==> config.mk <==
export PLATFORM = sky130hd
export DESIGN_NAME = arbi_rr
export DESIGN_NICKNAME = d
export VERILOG_FILES = /design/src/rtl/arbi_rr.sv
export SDC_FILE = /design/constraint.sdc
export NUM_CORES = 1
export LEC_CHECK = 0
export ABC_AREA = 0
export CORE_AREA = 5 5 56 58
export CTS_BUF_LIST = sky130_fd_sc_hd__clkbuf_4
export DETAILED_ROUTE_END_ITERATION = 7
export DIE_AREA = 0 0 61 63
export MAX_ROUTING_LAYER = met4
export PLACE_DENSITY = 0.79
export SLEW_MARGIN = 10
export SYNTH_ARGS = -nofsm -noshare
export SYNTH_HDL_FRONTEND = slang
export SYNTH_SLANG_ARGS = --single-unit
export TNS_END_PERCENT = 5
==> constraint.sdc <==
create_clock -name clk -period 1.98 [get_ports clk]
set_input_delay 0.297 -clock clk [delete_from_list [all_inputs] [get_ports clk]]
set_output_delay 0.297 -clock clk [all_outputs]
set_load 0.05 [all_outputs]
==> src/rtl/arbi_rr.sv <==
// N-channel arbiter feeding one registered valid/ready output stage.
// Round-robin or fixed-priority selection; last winner is masked for one edge.
module arbi_rr #(
  parameter int NUM_CH  = 4,
  parameter int DATA_W  = 8,
  parameter int RR_MODE = 1
) (
  input  logic                       clk,
  input  logic                       reset,
  input  logic [NUM_CH-1:0]          req,
  input  logic [NUM_CH*DATA_W-1:0]   data_in,
  output logic [NUM_CH-1:0]          grant,
  output logic [$clog2(NUM_CH)-1:0]  grant_id,
  output logic [DATA_W-1:0]          arb_out,
  output logic                       out_valid,
  input  logic                       out_ready
);

  localparam int ID_W = $clog2(NUM_CH);

  logic [ID_W-1:0]   ptr;
  logic [ID_W-1:0]   start;
  logic [ID_W-1:0]   winner;
  logic [ID_W:0]     idx;
  logic              found;
  logic              load;
  logic [NUM_CH-1:0] eligible;
  logic [NUM_CH-1:0] win_onehot;
  logic [DATA_W-1:0] win_data;

  // Fixed priority reuses the wrapping search by pinning the start just below channel 0.
  always_comb begin
    load     = !out_valid || out_ready;
    eligible = req & ~grant;
    start    = (RR_MODE != 0) ? ptr : ID_W'(NUM_CH - 1);
    winner   = '0;
    found    = 1'b0;
    idx      = '0;
    for (int k = 0; k < NUM_CH; k++) begin
      idx = {1'b0, start} + (ID_W+1)'(k + 1);
      if (idx >= (ID_W+1)'(NUM_CH))
        idx = idx - (ID_W+1)'(NUM_CH);
      if (!found && eligible[idx[ID_W-1:0]]) begin
        found  = 1'b1;
        winner = idx[ID_W-1:0];
      end
    end
    win_onehot = NUM_CH'(1) << winner;
    win_data   = data_in[int'(winner)*DATA_W +: DATA_W];
  end

  always_ff @(posedge clk or negedge reset) begin
    if (!reset) begin
      arb_out   <= '0;
      out_valid <= 1'b0;
      grant     <= '0;
      grant_id  <= '0;
      ptr       <= ID_W'(NUM_CH - 1);
    end else if (load) begin
      if (found) begin
        arb_out   <= win_data;
        out_valid <= 1'b1;
        grant     <= win_onehot;
        grant_id  <= winner;
        ptr       <= winner;
      end else begin
        out_valid <= 1'b0;
        grant     <= '0;
      end
    end else begin
      grant <= '0;
    end
  end

endmodule

==> results.md <==
- Largest family of logic cells by synthesized area: simple AND/OR/NAND/NOR gates
- Flop2flop setup slack: between 0.2 and 0.25 ns
- Sw power: around 1100 uW
- Number of synthesized register bits: 17
- CTS tree: yes
- Hpwl dp: between 2 and 2.5 mm
- Arr. time, crit path: around 1.6 ns
- Worst hold path type: in -> async
- WS Path Type: reg -> out
- Fillers: 226
- Initial Util: a little under two fifths
- I/O pin count: 54
- Worst hold slack: between 0.3 and 0.4 ns
- Vias in the first global route: 999
- Final Max Slew Viols: 0
- Height of the die: approximately 63 um
- Routed via count: around 910
- WP depth: 1
- H-tree depth: 1
- Worst R2R Path Depth: 5
- Clk sinks: 17
- Crit path capture type: primary output
- Synth unique cells: 28
- Worst skew pair latency: 0.28 ns
- Post-DP Area: roughly 1600 um^2
- Post-synthesis adder-cell area fraction: 0%
- Mean routed wirelength per cell: between 10 and 15 um
- Critical Path Source Type: register
- Minimum clock period: approximately 1.9 ns
- Global route overflow: 0
- Synth Area in XOR/XNOR: 0%
- Yosys warns: 0
- Unrepaired setup endpoints after global routing: no
- Hold-fix buffers at CTS: 0
- Slowest CP cell: clkdlybuf4s50_1
- CP bufs+invs: 1
- WL final: approximately 2.5 mm
- Overall power: about 2300 uW
- Clock root buffer: clkbuf_4
- Pin count of the biggest net entering global routing: 20
- GRT Util Overall: 13.9%
- Die area: slightly below 4000 um^2
- Pleak: between 0.0006 and 0.0007 uW
- Drt pass-1 iters: 4
- Max cap viols: 0
- Sequential power share: between 20% and 30%
- Pwr per Cell Area: 1470 nW/um^2
- Top-area cell type share of the netlist area: about two fifths
- Max Clock Freq: 533 MHz
- Simple-Gate Fraction of Synth Area: between 10% and 20%
- Compound-Gate Fraction of Synth Area: ~17%
- Setup violators final: 0
- Gate power share: roughly two thirds
- Layout Area Growth over Synthesis: 64.2%
- Max clock buf depth: 2
- Die X: 61 um
- Cell Int Power: 1230 uW
- Layout cells sized above 1: roughly an eighth
- CP required: 1.68 ns
- Syn avg cell area: 10.9 um^2
- Critical path fanouts, max: 4
- Final Hold Fails: 0
- DR iter-0 viols: 8
- Synth area leader: dfrtp_1
- Setup bufs post-CTS: 0
- Cell area after layout: 1580 um^2
- Vias per cell: slightly above 5
- Initial antenna violation count: 0
- Area of the multi-input gates: 504 um^2
- ANT cells: 0
- Synthesized area: approximately 960 um^2
- DRT antenna net count: 0
- First-pass GRT wire length: 4.09 mm
- Worst Max-Slew Pin Slew: 0.517 ns
- CP Cell Sequence: clkdlybuf4s50_1
- # DRC: 0
- CTS buffer count: 3
- Final #Nets: 186
- Synth Instances: 88
- Post-CTS resize count: 0
- Worst slew margin relative to its limit: roughly two thirds
- Top cells by area, synth: dfrtp_1 39%, mux2i_1 17%, o221ai_1 7.3%
- Row count: 19
- Register area share after synthesis: between 40% and 50%
- Clock skew: ~0.0054 ns
- Status: finished clean
- Switching portion of total power: 47.4%
- Max VDD drop: 0.000875 V
- Clock power frac: just over 8%
- Crit-path max cell delay: between 0.8 and 0.9 ns
- Mapped Nets: 127
- Gpl congestion: roughly 0.79
- Multiplexer share of the synthesized area: between 15 and 20%
- Port-buffer cells: between 50 and 60
- Tcrit/Tclk final: between 90% and 100%
- Reg area: roughly 430 um^2
- CP top delay family: buffers and inverters
- CORE AREA: approximately 2600 um^2
- Clk pin slew, worst setup/hold paths: ~0.09 ns
routing by layer:
| layer | vias to the layer above | GRT usage [%] | part of all wire [%] |
|---|---|---|---|
| met5 | - | - | 0 |
| met4 | 0 | 3.52 | 0.48 |
| met3 | 2 | 3.10 | 8.6 |
| met2 | 45 | 21.8 | 47 |
| met1 | 424 | 17.9 | 44 |
| li1 | 443 | - | - |
stage by stage:
stage	worst slack [ns]	utilization, %	cells	setup TNS [ns]
2_1_floorplan	0.0692	-	88	0
3_3_place_gp	0.0195	59.3	173	0
4_1_cts	0.0988	60.5	177	0
6_report	0.104	60.5	177	0
5_1_grt	0.0585	60.5	177	0
3_5_place_dp	-0.0739	59.3	173	-0.403
worst paths after layout:
check,from,end
max,grant[2],grant[2]
min,reset,arb_out[5]
max reg2reg,ptr[1],arb_out[7]
min reg2reg,grant_id[1],grant_id[1]
max in group asynchronous,reset,ptr[0]
min in group clk,grant_id[1],grant_id[1]
power by group through the flow:
stage | Sequential (uW) | Combinational (uW) | Clock (uW)
3_5_place_dp | 623 | 1530 | 0
5_1_grt | 642 | 1600 | 216
4_1_cts | 623 | 1530 | 197
3_3_place_gp | 624 | 1500 | 0
2_1_floorplan | 1060 | 608 | 0
6_report | 624 | 1520 | 190
cells in the mapped netlist:
cell / n
mux2i_1: 16
dfrtp_1: 15
nand2_1: 13
o221ai_1: 8
nand2b_1: 4
nor2_1: 3
nor3_1: 3
a21oi_1: 2
dfstp_2: 2
inv_1: 2
nand2_2: 2
o21a_1: 2
a211o_1: 1
a211oi_2: 1
a221oi_2: 1
and2b_1: 1
buf_12: 1
buf_6: 1
clkbuf_1: 1
nand2b_2: 1
nand3b_2: 1
nor2b_4: 1
nor3b_1: 1
o2111a_1: 1
o21ai_0: 1
o21ai_2: 1
o22ai_1: 1
or3b_1: 1
flip-flops by register name (all words and copies together) (netlist names):
| signal | cells |
|---|---|
| arb_out | 8 |
| grant_id | 2 |
| grant | 4 |
| out_valid | 1 |
| ptr | 2 |
placed cells by master, fill, tap and decap left out:
cell type / n
nor3b_1: 1
mux2i_1: 16
clkbuf_4: 4
o21ai_2: 1
nand2b_2: 1
dfstp_2: 2
nor2_1: 3
o21ai_0: 1
a21oi_1: 2
a221oi_4: 1
a211o_1: 1
nor3_1: 3
nand2_2: 2
nand3b_2: 1
o22ai_1: 1
inv_1: 2
o2111a_1: 1
a211oi_2: 1
buf_4: 3
o221ai_1: 8
nand2b_1: 4
buf_12: 1
o21a_1: 2
nor2b_4: 1
dfrtp_1: 15
and2b_1: 1
clkdlybuf4s50_1: 53
nand2_1: 13
or3b_1: 1
worst register-to-register path, stage by stage, from the launching register on:
cell,delay [ns]
dfstp_2,0.59
nand3b_2,0.13
a221oi_4,0.32
buf_12,0.22
mux2i_1,0.22
o221ai_1,0.14
final cells by class:
type / instances / area share [%]
Clock buffer: 4 / 1.90
Inverter: 2 / 0.475
Multi-Input combinational cell: 66 / 31.9
Sequential cell: 17 / 27.1
Tap cell: 31 / 2.45
Timing Repair Buffer: 57 / 36.2
kinds of logic (layout without fill, tap and decap cells):
kind of cell    after synthesis  count (layout)
simple gates                 31              31
mux                          16              16
flops                        17              17
compound gates               19              19
buf+inv                       5              63
Power figures use the tool's default switching activity.
